`src/rtl/dmem_arb_pkg.sv`:
```
// Shared definitions for the data-memory arbiter: default widths, owner
// encoding of the read-response path and a small alignment helper.
package dmem_arb_pkg;

  localparam int DEF_AW           = 32;
  localparam int DEF_DW           = 32;
  localparam int DEF_MEM_AW       = 10;
  localparam int DEF_STARVE_LIMIT = 4;
  localparam int STREAK_W         = 4;
  localparam int STAT_W           = 32;

  // Owner of the read response that completes in the next cycle.
  localparam logic [1:0] OWN_NONE = 2'd0;
  localparam logic [1:0] OWN_CPU  = 2'd1;
  localparam logic [1:0] OWN_DMA  = 2'd2;

  typedef enum logic [1:0] {
    RSP_NONE = OWN_NONE,
    RSP_CPU  = OWN_CPU,
    RSP_DMA  = OWN_DMA
  } rsp_state_e;

  // Word accesses only: both low address bits must be zero.
  function automatic logic is_aligned(input logic [1:0] lsb);
    return (lsb == 2'b00);
  endfunction

endpackage

```
`src/rtl/dmem_arb_sat_cnt.sv`:
```
// Saturating event counter used by the optional arbiter statistics
// (present only when DMEM_ARB_STATS_EN is defined in the top).
module dmem_arb_sat_cnt #(
  parameter int W = 32
) (
  input  logic         clk,
  input  logic         rst,
  input  logic         inc,
  output logic [W-1:0] count
);

  logic [W-1:0] count_reg;

  // Count up on each event, stopping at all-ones.
  always_ff @(posedge clk or negedge rst) begin
    if (!rst) begin
      count_reg <= '0;
    end else if (inc && !(&count_reg)) begin
      count_reg <= count_reg + W'(1);
    end
  end

  assign count = count_reg;

endmodule

```
`src/rtl/dmem_arbiter.sv`:
```
// Data-memory arbiter: CPU has fixed priority, a streak counter forces a DMA
// grant after STARVE_LIMIT consecutive contested CPU wins. Read data returns
// to the winner one cycle after the grant. Misaligned accesses are issued
// with the write suppressed and are flagged by an err pulse.
// Optional statistics counters: define DMEM_ARB_STATS_EN.
module dmem_arbiter
  import dmem_arb_pkg::*;
#(
  parameter int AW           = DEF_AW,
  parameter int DW           = DEF_DW,
  parameter int MEM_AW       = DEF_MEM_AW,
  parameter int STARVE_LIMIT = DEF_STARVE_LIMIT
) (
  input  logic              clk,
  input  logic              rst,
  // CPU port
  input  logic              cpu_req,
  input  logic              cpu_we,
  input  logic [AW-1:0]     cpu_addr,
  input  logic [DW-1:0]     cpu_wdata,
  output logic              cpu_gnt,
  output logic              cpu_rvalid,
  output logic [DW-1:0]     cpu_rdata,
  output logic              cpu_err,
  // DMA port
  input  logic              dma_req,
  input  logic              dma_we,
  input  logic [AW-1:0]     dma_addr,
  input  logic [DW-1:0]     dma_wdata,
  output logic              dma_gnt,
  output logic              dma_rvalid,
  output logic [DW-1:0]     dma_rdata,
  output logic              dma_err,
  // Memory port
  output logic              mem_en,
  output logic              mem_we,
  output logic [MEM_AW-1:0] mem_addr,
  output logic [DW-1:0]     mem_wdata,
  input  logic [DW-1:0]     mem_rdata
`ifdef DMEM_ARB_STATS_EN
  ,
  output logic [STAT_W-1:0] stat_cpu_gnt,
  output logic [STAT_W-1:0] stat_dma_gnt,
  output logic [STAT_W-1:0] stat_conflict
`endif
);

  localparam logic [STREAK_W-1:0] LIMIT = STREAK_W'(STARVE_LIMIT);

  logic [STREAK_W-1:0] streak_reg, streak_next;
  rsp_state_e          state_reg, state_next;
  logic                mis_reg, mis_next;
  logic                cpu_err_reg, cpu_err_next;
  logic                dma_err_reg, dma_err_next;
  logic [DW-1:0]       cpu_hold_reg, dma_hold_reg;

  logic                both_req;
  logic                dma_wins;
  logic                any_gnt;
  logic                win_we;
  logic [AW-1:0]       win_addr;
  logic [DW-1:0]       win_wdata;
  logic                aligned;
  logic                unused_addr_bits;

  // Grant selection and memory drive; the DMA wins a contest only once the
  // CPU streak has reached the starvation limit.
  always_comb begin
    both_req  = cpu_req & dma_req;
    dma_wins  = dma_req & (~cpu_req | (streak_reg == LIMIT));
    cpu_gnt   = cpu_req & ~dma_wins;
    dma_gnt   = dma_wins;
    any_gnt   = cpu_gnt | dma_gnt;

    win_we    = dma_gnt ? dma_we    : cpu_we;
    win_addr  = dma_gnt ? dma_addr  : cpu_addr;
    win_wdata = dma_gnt ? dma_wdata : cpu_wdata;
    aligned   = is_aligned(win_addr[1:0]);

    mem_en    = any_gnt;
    mem_we    = any_gnt & win_we & aligned;
    mem_addr  = win_addr[MEM_AW+1:2];
    mem_wdata = win_wdata;
  end

  // Upper byte-address bits lie outside the memory and are ignored.
  assign unused_addr_bits = ^win_addr[AW-1:MEM_AW+2];

  // Streak: counts contested CPU wins, cleared whenever DMA wins or is idle.
  always_comb begin
    streak_next = '0;
    if (both_req && cpu_gnt) begin
      streak_next = streak_reg + STREAK_W'(1);
    end
  end

  // State registers: streak, response owner, misaligned flag and err pulses.
  always_ff @(posedge clk or negedge rst) begin
    if (!rst) begin
      streak_reg  <= '0;
      state_reg   <= RSP_NONE;
      mis_reg     <= 1'b0;
      cpu_err_reg <= 1'b0;
      dma_err_reg <= 1'b0;
    end else begin
      streak_reg  <= streak_next;
      state_reg   <= state_next;
      mis_reg     <= mis_next;
      cpu_err_reg <= cpu_err_next;
      dma_err_reg <= dma_err_next;
    end
  end

  // Response FSM: pick the owner of next cycle's read data, and route the
  // memory read data (forced to zero for a misaligned read) to that owner.
  always_comb begin
    state_next   = RSP_NONE;
    mis_next     = 1'b0;
    cpu_err_next = 1'b0;
    dma_err_next = 1'b0;
    cpu_rvalid   = 1'b0;
    dma_rvalid   = 1'b0;
    cpu_rdata    = cpu_hold_reg;
    dma_rdata    = dma_hold_reg;

    if (any_gnt && !win_we) begin
      state_next = dma_gnt ? RSP_DMA : RSP_CPU;
    end
    mis_next     = any_gnt & ~aligned;
    cpu_err_next = cpu_gnt & ~aligned;
    dma_err_next = dma_gnt & ~aligned;

    case (state_reg)
      RSP_CPU: begin
        cpu_rvalid = 1'b1;
        cpu_rdata  = mis_reg ? '0 : mem_rdata;
      end
      RSP_DMA: begin
        dma_rvalid = 1'b1;
        dma_rdata  = mis_reg ? '0 : mem_rdata;
      end
      default: ;
    endcase
  end

  // Keep the last delivered read word on each port while rvalid is low.
  always_ff @(posedge clk or negedge rst) begin
    if (!rst) begin
      cpu_hold_reg <= '0;
      dma_hold_reg <= '0;
    end else begin
      if (cpu_rvalid) cpu_hold_reg <= cpu_rdata;
      if (dma_rvalid) dma_hold_reg <= dma_rdata;
    end
  end

  assign cpu_err = cpu_err_reg;
  assign dma_err = dma_err_reg;

`ifdef DMEM_ARB_STATS_EN
  logic [2:0]        stat_inc;
  logic [STAT_W-1:0] stat_val [3];

  assign stat_inc = {both_req, dma_gnt, cpu_gnt};

  genvar gi;
  for (gi = 0; gi < 3; gi++) begin : g_stat
    dmem_arb_sat_cnt #(.W(STAT_W)) u_cnt (
      .clk   (clk),
      .rst   (rst),
      .inc   (stat_inc[gi]),
      .count (stat_val[gi])
    );
  end

  assign stat_cpu_gnt  = stat_val[0];
  assign stat_dma_gnt  = stat_val[1];
  assign stat_conflict = stat_val[2];
`endif

endmodule

```
`config.mk`:
```
export PLATFORM = sky130hd
export DESIGN_NAME = dmem_arbiter
export DESIGN_NICKNAME = d
export VERILOG_FILES = /design/src/rtl/dmem_arb_pkg.sv /design/src/rtl/dmem_arb_sat_cnt.sv /design/src/rtl/dmem_arbiter.sv
export SDC_FILE = /design/constraint.sdc
export NUM_CORES = 1
export LEC_CHECK = 0
export CAP_MARGIN = 40
export CELL_PAD_IN_SITES_DETAIL_PLACEMENT = 1
export CELL_PAD_IN_SITES_GLOBAL_PLACEMENT = 2
export CORE_UTILIZATION = 17
export CTS_BUF_LIST = sky130_fd_sc_hd__clkbuf_4
export CTS_CLUSTER_DIAMETER = 150
export DETAILED_ROUTE_END_ITERATION = 6
export GPL_ROUTABILITY_DRIVEN = 0
export GPL_TIMING_DRIVEN = 0
export PLACE_DENSITY_LB_ADDON = 0.1
export SYNTH_ARGS = -nofsm -noshare
export SYNTH_HDL_FRONTEND = slang
export SYNTH_SLANG_ARGS = --single-unit
```
`constraint.sdc`:
```
create_clock -name clk -period 2.15 [get_ports clk]
set_clock_uncertainty 0.05 [all_clocks]
set_input_delay 0.645 -clock clk [delete_from_list [all_inputs] [get_ports clk]]
set_output_delay 0.645 -clock clk [all_outputs]
set_load 0.01 [all_outputs]
```
==> flow_metrics.tcl <==
set metrics [dict create \
    synth.area.top_cells "dfrtp_1, o21ai_0, mux2_4" \
    synth-async-reset-ratio_pct 100 \
    grt_max_degree 39 \
    path_class "register to output port" \
    first_iter_violations 76 \
    layout_common_cells "clkdlybuf4s50_1, buf_6, dfrtp_1" \
    numCtsBuffers 9 \
    crit_path_end_kind "output port" \
    synth_edf_count 0 \
    cts.sinks 73 \
    die_area_mm2 0.0230 \
    syn_nets 571 \
    nFillCells 2388 \
    synth_cells 403 \
    cts_root_buffer "clkbuf_4" \
    wl_per_cell_um 19.1 \
    clkTransAtPathRegs_ps 130 \
    total_power_mw 4.64 \
    slew_viol_final 0 \
    power_density_mw_per_mm2 533 \
    leakage_nw 4.12 \
    drc_errors 0 \
    vias 4233 \
    crit_arrival_ps 2140 \
    ir_drop_v 0.000257 \
    yosys.area.top_type "dfrtp_1" \
    postCtsHoldBufs 0 \
    timing.fmax_mhz 352 \
    avgSynthCellArea_um2 9.46 \
    firstDrtPassIters 4 \
    fin_cells 1004 \
    synth_top_cell_area_share_pct 47.9 \
    final_antenna_net_count 0 \
    port_buffers 239 \
    status "finished with violations" \
    design_area_mm2 0.00871 \
    cts_tree "yes" \
    critPathRequiredTime_ps 1450 \
    synth_seq_area_share_pct 47.9 \
    max_slew_margin_pct 66.4 \
    post_route_cells_drive_above_1_share_pct 57.6 \
    path_max_fanout 6 \
    vias_per_cell 4.22 \
    maxCapViolCount 0 \
    ios 280 \
    postPlaceCellArea_mm2 0.00657 \
    worst_slew_pin_slew_ps 505 \
    netlist_area_mm2 0.00381 \
    final_common_cell "clkdlybuf4s50_1" \
    grt_pass1_wl_um 27100 \
    yosys_most_used_dff "dfrtp_1" \
    initial_core_util_pct 17.4 \
    hpwl_um 13300 \
    rows 54 \
    period_share_pct 132 \
    totalWireLength_um 19200 \
    ys_ff_latch 73 \
    area_delta_synth_final_pct 129 \
    final_util_pct 39.8 \
    coreArea_mm2 0.0219 \
    cts_max_path_buffers 2 \
    final_hold_viol_count 0 \
    place_inst 923 \
    finalSetupViolCount 111 \
    fin_ws_ps -690 \
    min_period_ps 2840 \
    grt_pass1_vias 4693 \
    rsz0062_at_grt "yes" \
    grt_overflow 0 \
    start_kind "register" \
    violations "negative setup slack" \
    gr-usage-all-layers_pct 16.0 \
    post_synth_num_cell_types 20 \
    yosys_warnings 0 \
    hp-class "primary input to async pin" \
    nets 883 \
    fp.dieW_um 152 \
    htree_num_levels 3 \
    worstSkewPairLatency_ps 440 \
    hold_slack_ps 85.7 \
    die_h_um 152 \
    antenna_found_initial 4 \
]
[cell families after synthesis]
| logic type | synth area share [%] |
|---|---|
| adder cells (fa/ha/maj) | 0.656 |
| AO/OA/AOI/OAI | 17.4 |
| AND/OR/NAND/NOR | 13.7 |
| flip-flops | 47.9 |
| multiplexers | 15.1 |
| XOR/XNOR | 0.460 |
| buffers and inverters | 4.69 |
[final timing paths]
path / from / to / slack [ps] / cells past startpoint
worst max-delay path: streak_reg[1] / mem_wdata[21] / -690 / 8
worst min-delay path: rst / dma_hold_reg[9] / 90 / 1
worst max register to register: state_reg[1] / cpu_hold_reg[8] / 450 / 7
worst min register to register: dma_hold_reg[6] / dma_hold_reg[6] / 460 / 2
max in group asynchronous: rst / mis_reg / 1330 / 2
min in group clk: dma_hold_reg[6] / dma_hold_reg[6] / 460 / 2
[worst max-delay path: stages, from the launching register on]
cell       delay, ps
dfrtp_1          410
inv_2             70
ha_4             120
nand3b_1         110
a21o_1           230
buf_8            170
clkbuf_16        160
mux2_4           300
buf_6            120
[power breakdown]
part	switching [mW]	total [mW]	internal, mW
logic	0.866	1.97	1.11
registers	0.133	1.69	1.56
clock network	0.507	0.975	0.468
[final cells by class]
cell class | count | area [um2] | share of cell area [%]
Timing Repair Buffer | 310 | 3170 | 36.4
Multi-Input combinational cell | 293 | 2830 | 32.5
Sequential cell | 73 | 1830 | 21.0
Tap cell | 280 | 350 | 4.02
Buffer | 20 | 334 | 3.83
Clock buffer | 10 | 75.1 | 0.861
Clock inverter | 5 | 71.3 | 0.818
Inverter | 8 | 37.5 | 0.431
Antenna cell | 5 | 12.5 | 0.144
[cell usage after synthesis (2+ instances only)]
cell type	number
o21ai_0	130
dfrtp_1	73
nand2_1	66
nand2b_1	34
mux2_4	25
clkbuf_1	17
mux2_2	17
nor2_1	10
buf_2	8
inv_1	8
buf_6	4
ha_1	2
nand3_1	2
[metrics by stage]
stage               TNS, ps  setup slack, ps
floorplan                 0             4.83
global placement    -270270            -2500
detailed placement   -88810            -1080
CTS                  -55780             -797
global route         -56930             -837
finish               -43440             -690
[per-layer routing]
layer | up-vias | routed length, um | part of all wire, % | global-route usage (%)
met5 | - | 13 | 0.068 | 0
met4 | 2 | 261 | 1.4 | 4.85
met3 | 23 | 1080 | 5.6 | 4.19
met2 | 128 | 9870 | 51 | 27.4
met1 | 2068 | 7950 | 41 | 19.6
li1 | 2012 | - | - | -
[repair_timing]
| item | in CTS | in global routing |
|---|---|---|
| gates cloned | 8 | 5 |
| pin swaps | 23 | 65 |
| setup buffers | 48 | 19 |
| setup endpoints to repair | 112 | 111 |
| gates resized for setup | 820 | 205 |
No activity file was read; power rests on OpenSTA's default activity.
